**config.mk**
```make
export PLATFORM = sky130hd
export DESIGN_NAME = matmul_sequencer
export DESIGN_NICKNAME = d
export VERILOG_FILES = /design/src/rtl/matmul_sequencer.sv
export SDC_FILE = /design/constraint.sdc
export NUM_CORES = 1
export LEC_CHECK = 0
export CAP_MARGIN = 10
export CORE_MARGIN = 1
export CORE_UTILIZATION = 59
export CTS_BUF_LIST = sky130_fd_sc_hd__clkbuf_8
export DETAILED_ROUTE_END_ITERATION = 8
export PLACE_DENSITY = 0.95
export SLEW_MARGIN = 20
export SYNTH_ARGS = -nofsm -noshare
export SYNTH_HDL_FRONTEND = slang
export SYNTH_SLANG_ARGS = --single-unit
```
**constraint.sdc**
```tcl
create_clock -name clk -period 10.3 [get_ports clk]
set_clock_uncertainty 0.1 [all_clocks]
set_input_delay 1.03 -clock clk [delete_from_list [all_inputs] [get_ports clk]]
set_output_delay 1.03 -clock clk [all_outputs]
set_load 0.03 [all_outputs]
```
**src/rtl/matmul_sequencer.sv**
```systemverilog
// 2x2 matrix product C = A x B through one shared multiplier and accumulator.
// Eight MAC steps in C00, C01, C10, C11 order; results held until start, clear or reset.
module matmul_sequencer #(
    parameter  int DATA_W = 4,
    localparam int ACC_W  = 2*DATA_W + 1
) (
    input  logic                clk,
    input  logic                nRST,
    input  logic                start,
    input  logic                hold,
    input  logic                clear,
    input  logic [4*DATA_W-1:0] a_mat,
    input  logic [4*DATA_W-1:0] b_mat,
    output logic [ACC_W-1:0]    c00,
    output logic [ACC_W-1:0]    c01,
    output logic [ACC_W-1:0]    c10,
    output logic [ACC_W-1:0]    c11,
    output logic                busy,
    output logic                done,
    output logic                valid,
    output logic [1:0]          elem_idx
);

    typedef enum logic [1:0] {
        IDLE    = 2'd0,
        COMPUTE = 2'd1,
        DONE    = 2'd2
    } state_t;

    state_t              state;
    logic                k;
    logic [ACC_W-1:0]    acc;
    logic [4*DATA_W-1:0] a_snap;
    logic [4*DATA_W-1:0] b_snap;
    logic [ACC_W-1:0]    c_q [4];

    logic [DATA_W-1:0]   op_a;
    logic [DATA_W-1:0]   op_b;
    logic [2*DATA_W-1:0] prod;
    logic [ACC_W-1:0]    sum;

    // Element p (row-major index 0..3) of a packed matrix, stored MSB first.
    function automatic logic [DATA_W-1:0] pick(input logic [4*DATA_W-1:0] m,
                                               input logic [1:0]          pos);
        return m[(3 - int'(pos)) * DATA_W +: DATA_W];
    endfunction

    // NOTE: every signal driven in always_comb gets a value on every path, so no latch is inferred.
    always_comb begin
        op_a = pick(a_snap, {elem_idx[1], k});   // A[i][k]
        op_b = pick(b_snap, {k, elem_idx[0]});   // B[k][j]
        prod = {{DATA_W{1'b0}}, op_a} * {{DATA_W{1'b0}}, op_b};
        sum  = acc + ACC_W'(prod);
    end

    // NOTE: registered state uses non-blocking assignments only, so every flop samples pre-edge values.
    always_ff @(posedge clk or negedge nRST) begin
        if (!nRST) begin
            state    <= IDLE;
            k        <= 1'b0;
            acc      <= '0;
            elem_idx <= 2'd0;
            a_snap   <= '0;
            b_snap   <= '0;
            busy     <= 1'b0;
            done     <= 1'b0;
            valid    <= 1'b0;
            // NOTE: the result array is only four words and its zero value is visible on the ports, so it is reset.
            for (int i = 0; i < 4; i++) c_q[i] <= '0;
        end else if (clear) begin
            state    <= IDLE;
            k        <= 1'b0;
            acc      <= '0;
            elem_idx <= 2'd0;
            busy     <= 1'b0;
            done     <= 1'b0;
            valid    <= 1'b0;
            for (int i = 0; i < 4; i++) c_q[i] <= '0;
        end else begin
            case (state)
                IDLE: begin
                    done <= 1'b0;
                    if (start) begin
                        a_snap   <= a_mat;
                        b_snap   <= b_mat;
                        elem_idx <= 2'd0;
                        k        <= 1'b0;
                        valid    <= 1'b0;
                        busy     <= 1'b1;
                        state    <= COMPUTE;
                    end
                end
                COMPUTE: begin
                    if (!hold) begin
                        if (!k) begin
                            acc <= ACC_W'(prod);
                            k   <= 1'b1;
                        end else begin
                            c_q[elem_idx] <= sum;
                            k             <= 1'b0;
                            elem_idx      <= elem_idx + 2'd1;  // wraps to 0 after C11
                            if (elem_idx == 2'd3) begin
                                state <= DONE;
                                busy  <= 1'b0;
                                done  <= 1'b1;
                                valid <= 1'b1;
                            end
                        end
                    end
                end
                DONE: begin
                    done  <= 1'b0;
                    state <= IDLE;
                end
                default: begin
                    state <= IDLE;
                    busy  <= 1'b0;
                    done  <= 1'b0;
                end
            endcase
        end
    end

    assign c00 = c_q[0];
    assign c01 = c_q[1];
    assign c10 = c_q[2];
    assign c11 = c_q[3];

endmodule

```
# --- Word level (Yosys, flattened, before mapping) ---
# Cells that the tools add are included.
word_totals:
  regBits: 85
  in_bits: 37
  out_inout_bits: 41
  elab_cells: 88
classes:
  n_addsub: 4
  multipliers: 1
  n_lt_le_gt_ge: 2
  eq_ne: 10
  shift: 2
  mux: 40
  n_bitwise: 2
  reduce_logical: 14
op_table:
  columns: ["op", "count"]
  rows:
  - ["36-bit two-way mux", 4]
  - ["9-bit two-way mux", 5]
  - ["36-bit bitwise mux", 1]
  - ["16-bit by 5-bit variable part select with 4-bit output", 2]
  - ["9-bit demux with 2-bit select", 1]
  - ["2-bit two-way mux", 9]
  - ["1-bit two-way mux", 15]
  - ["3-bit AND reduction", 5]
  - ["3-bit != test, second input constant", 4]
  - ["5-bit AND reduction", 2]
  - ["9-bit by 8-bit adder with 9-bit output", 1]
  - ["4-bit by 4-bit multiplier with 8-bit output", 1]
  - ["2-bit case mux with 2 select lines", 2]
  - ["4-bit AND reduction", 2]
  - ["2-bit by 2-bit subtractor with 3-bit output, first input constant", 2]
  - ["2-bit equality test, second input constant", 2]
  - ["2-bit != test, second input constant", 2]
  - ["1-bit case mux with 2 select lines", 2]
  - ["2-bit nonzero test", 2]
  - ["3-bit >= comparator, second input constant", 1]
  - ["3-bit by 1-bit less-than comparator with 1-bit output, second input constant", 1]
  - ["2-bit inverter with 3-bit output", 1]
  - ["1-bit case mux with 3 select lines", 1]
  - ["3-bit nonzero test", 1]
  - ["6 further kinds", 6]

# --- Depth between registers and ports, before layout ---
depth:
  ltp_word: 10
  depth_mapped: 17
  ltp_nobuf: 16

# --- Worst setup path after synthesis ---
# Ideal clock, no wire load.
synth_timing:
  path_type: "register to register"
  start: "register elem_idx[0]"
  end: "register c_q (netlist bit c11[8])"
  setup_time_ns: 0.121
  arrival_ns: 4.187
  required_time_ns: 10.079
  path_slack_ns: 5.892
  path_stages_with_launch: 17
  n_path_buf: 1
  period_less_slack_ns: 4.408
  path_cell_list: "dfrtp_1 > buf_2 > mux4_2 > nand2_1 > fa_1 > inv_1 > fa_1 > ha_1 > a21o_1 > a21oi_1 > xnor2_1 > ha_1 > o211ai_1 > a21oi_1 > a211oi_2 > o21ai_0 > a22o_1"
synth_between:
  elab_chain_cells: 10
  word_cells_on_any_way: 15
  classes_between: "add/sub (2); mul (1); order compare (2); shift (1); mux (7); bitwise (1); reduce/logical (1)"
synth_rtl:
  columns: ["element", "line", "source"]
  rows:
  - ["start: declaration", "21", "output logic [1:0] elem_idx"]
  - ["start signal: assignment", "101", "elem_idx <= elem_idx + 2'd1;"]
  - ["branches (longest 5 deep; another with 9-bit by 8-bit adder with 9-bit output)", null, null]
  - ["36-bit bitwise mux (*)", "99", "c_q[elem_idx] <= sum;"]
  - ["36-bit two-way mux (*)", "95", "if (!k) begin"]
  - ["36-bit two-way mux (*)", "94", "if (!hold) begin"]
  - ["36-bit two-way mux (*)", "80", "case (state)"]
  - ["36-bit two-way mux (*)", "70", "end else if (clear) begin"]
  - ["end signal: indexed assignment", "99", null]
  - ["end: declaration", "35", "logic [ACC_W-1:0] c_q [4];"]
# Every way passes the cells marked *. The select of a mux whose other input is x is not followed.
# A chain may end at the register's enable or synchronous reset.

# --- Final worst setup path ---
layout_timing:
  start: "register k"
  end: "register c_q (netlist bit c01[8])"
layout_between:
  elab_chain_cells: 9
  word_cells_on_any_way: 13
  classes_between: "add/sub (3); mul (1); shift (2); mux (5); reduce/logical (2)"
layout_rtl:
  columns: ["element", "line", "source"]
  rows:
  - ["start: declaration", "31", "logic k;"]
  - ["start signal: assignment", "60", "k <= 1'b0;"]
  - ["start signal: assignment", "72", "k <= 1'b0;"]
  - ["start signal: assignment", "87", "k <= 1'b0;"]
  - ["2-bit by 2-bit subtractor with 3-bit output", "45", "return m[(3 - int'(pos)) * DATA_W +: DATA_W];"]
  - ["16-bit by 5-bit variable part select with 4-bit output", "45", null]
  - ["4-bit by 4-bit multiplier with 8-bit output", "52", "prod = {{DATA_W{1'b0}}, op_a} * {{DATA_W{1'b0}}, op_b};"]
  - ["9-bit by 8-bit adder with 9-bit output", "53", "sum = acc + ACC_W'(prod);"]
  - ["36-bit bitwise mux", "99", null]
  - ["36-bit two-way mux", "95", null]
  - ["36-bit two-way mux", "94", null]
  - ["36-bit two-way mux", "80", null]
  - ["36-bit two-way mux", "70", null]
# Parallel ways exist; a longest one is shown, timed or not. The select of a mux whose other input is x is not followed.

==> impl_metrics.env <==
export IMPL_cts_tree="done"
export IMPL_drc=0
export IMPL_cpPeakStageDelay_ns=0.75
export IMPL_grt_pass1_wl_um=15400
export IMPL_grt_use_total=0.275
export IMPL_yosysWarnings=0
export IMPL_die_y_um=87.1
export IMPL_period_needed_ns=4.90
export IMPL_die_width_um=87.1
export IMPL_hp_class="flop to flop"
export IMPL_core_area_um2=6910
export IMPL_slew_limit_headroom=0.304
export IMPL_clk_path_buf_depth=2
export IMPL_status="finished clean"
export IMPL_drtAntennaViolNets=0
export IMPL_vias=3072
export IMPL_synth_edff_count=0
export IMPL_hold_depth=2
export IMPL_cts_sinks=84
export IMPL_synth_fp_nets=420
export IMPL_hpwl_um=6910
export IMPL_synth_flop_cell="dfrtp_1"
export IMPL_antenna_cells=0
export IMPL_vias_per_cell=5.77
export IMPL_die_area_um2=7580
export IMPL_synth_cells=354
export IMPL_fill_cells=455
export IMPL_path_clk_slew_ns=0.09
export IMPL_drv_cap=0
export IMPL_fin_tns_setup_ns=0
export IMPL_placed_cells=516
export IMPL_critPathArrivalTime_ns=5.04
export IMPL_critPathKind="flop to flop"
export IMPL_synth_seq_cells=84
export IMPL_p_leak_nw=2.32
export IMPL_yosysUniqueCellTypes=42
export IMPL_yosys_cell_count_top_type="dfrtp_1"
export IMPL_hold_ws_ns=0.400
export IMPL_crit_slowest_cell="dfrtp_1"
export IMPL_worst_slack_ns=5.40
export IMPL_antenna_found_initial=0
export IMPL_slew_viol_final=0
export IMPL_powerDensity_nw_per_um2=183
export IMPL_peakVddDrop_mv=0.108
export IMPL_drive_above_1_share=0.158
export IMPL_post_drt_wl_per_cell_um=17.5
export IMPL_drt_iter0_markers=172
export IMPL_finalCritPeriodShare=0.476
export IMPL_grt_setup_unrepaired="false"
export IMPL_start_util=0.618
export IMPL_synth_top_area_frac=0.492
export IMPL_h_tree_depth=3
export IMPL_io_pins=78
export IMPL_synth_seq_area_share=0.492
export IMPL_final_util=0.763
export IMPL_post_place_ws_ns=5.50
export IMPL_post_cts_buffers=0
export IMPL_final_hold_violation_count=0
export IMPL_grt_max_degree=85
export IMPL_clk_latency_ns=0.36
export IMPL_syn_area_um2=4270
export IMPL_synthTopCellsByArea="dfrtp_1 (49%), mux2_2 (8.2%), ha_1 (7.0%), a22o_1 (4.9%), mux4_2 (4.2%)"
export IMPL_instances_no_fill=532
export IMPL_required_ns=10.44
export IMPL_path_cells="mux4_2 -> nand2_1 -> fa_1 -> inv_1 -> fa_1 -> ha_1 -> a21o_1 -> a21oi_1 -> xnor2_1 -> ha_1 -> o211ai_1 -> a21oi_1 -> a211oi_2 -> o21ai_0 -> a22o_1"
export IMPL_async_reset_ff_frac=1.00
export IMPL_cts_buffers_inserted=9
export IMPL_port_buffers=77
export IMPL_yosysTopAreaCell="dfrtp_1"
export IMPL_r2r_cells=15
export IMPL_clock_fmax_mhz=204
export IMPL_grt_pass1_vias=3239
export IMPL_tightestPinTransition_ns=1.04
export IMPL_firstDrtPassIters=4
export IMPL_fp_row_count=30
export IMPL_gp_congestion=0.869
export IMPL_cts_root_buf="clkbuf_8"
export IMPL_reg2reg_slack_ns=5.40
export IMPL_cts_resized=0
export IMPL_fin_nets=497
export IMPL_worst_setup_path_end_kind="flop"
export IMPL_grt_overflow_total=0
export IMPL_hold_buffers=0
export IMPL_finalSetupViolations=0
export IMPL_start_kind="flop"
export IMPL_synthTopCellsByCount="dfrtp_1 (84), nand2_1 (34), mux2_2 (31), a22o_1 (24), ha_1 (24)"
export IMPL_crit_fanout=15
export IMPL_syn_avg_cell_area_um2=12.1
export IMPL_area_growth_synth_to_final_pct=23.4
export IMPL_wl_um=9300
[registers in the layout, summed over array words and instances, names as in the netlist]
register,flops
a_snap,16
b_snap,16
k,1
c10,9
elem_idx,2
busy,1
c11,9
valid,1
state,2
c00,9
c01,9
done,1
acc,8
[metal layers]
layer  part of all wire  up-vias  GRT usage
met5                  0        -          0
met4              0.030        0      0.145
met3              0.051       25     0.0398
met2               0.53      132      0.492
met1               0.39     1495      0.322
li1                   -     1420          -
[through the flow]
stage | cell area [µm²] | power [mW]
after floorplan | 4270 | 0.643
after global placement | 5090 | 0.725
after detailed placement | 5090 | 0.745
after CTS | 5270 | 0.966
after global routing | 5270 | 1.02
final | 5270 | 0.964
[cell families (layout without fill, tap and decap cells)]
group                      Yosys count  in the layout  share of synthesized area
AOI/OAI and AO/OA                   84             84                      0.134
DFF                                 84             84                      0.492
and+or+nand+nor                     78             78                      0.100
muxes                               41             41                      0.129
adders and majority gates           29             29                     0.0937
buffers and inverters               29            111                     0.0325
xor gates and xnor gates             9              9                     0.0185
[worst paths after layout]
check / from / end
max: k$_DFFE_PN0P_ / c01[8]$_DFFE_PN0P_
min: c11[1]$_DFFE_PN0P_ / c11[1]$_DFFE_PN0P_
max reg2reg: k$_DFFE_PN0P_ / c01[8]$_DFFE_PN0P_
min reg2reg: c11[1]$_DFFE_PN0P_ / c11[1]$_DFFE_PN0P_
max in group asynchronous: nRST / acc[6]$_DFFE_PN0P_
min in group asynchronous: nRST / c01[3]$_DFFE_PN0P_
[power breakdown]
| part | internal (mW) | switching (mW) | total (mW) |
|---|---|---|---|
| clock network | 0.0892 | 0.123 | 0.213 |
| registers | 0.362 | 0.0236 | 0.386 |
| logic | 0.153 | 0.212 | 0.366 |
[cell usage in the layout (no fill, tap or decap), drive strengths merged]
cell	synthesis	routed
nor3	5	5
or4b	1	1
nand4	2	2
nand2b	4	4
clkinvlp	0	1
dfrtp	84	84
inv	17	21
and2	17	17
nor3b	3	3
nand2	34	34
o2111ai	1	1
mux2i	1	1
a21oi	24	24
nor2	9	9
a22o	24	24
or3	1	1
mux2	32	32
o211ai	2	2
buf	11	2
xor2	3	3
clkbuf	1	9
xnor2	6	6
a21o	6	6
a211oi	3	3
o21ai	21	21
clkinv	0	2
nand3	1	1
ha	24	24
and2b	1	1
clkdlybuf4s50	0	76
mux4	8	8
a31oi	3	3
fa	5	5
[worst max-delay path, delay by kind of cell, from the launching register on]
family | cells | cell delay [ns]
adder cells (fa/ha/maj) | 4 | 1.50
AO/OA/AOI/OAI | 7 | 1.42
flip-flops | 1 | 0.75
multiplexers | 1 | 0.62
XOR/XNOR | 1 | 0.18
AND/OR/NAND/NOR | 1 | 0.11
buffers and inverters | 1 | 0.09
[layout make-up]
class / instances / area [µm²] / share of cell area
Clock buffer: 9 / 124 / 0.0235
Clock inverter: 7 / 51.3 / 0.00973
Inverter: 17 / 63.8 / 0.0121
Multi-Input combinational cell: 241 / 2030 / 0.385
Sequential cell: 84 / 2100 / 0.399
Tap cell: 96 / 120 / 0.0228
Timing Repair Buffer: 78 / 779 / 0.148
(Power assumes the default switching activity.)
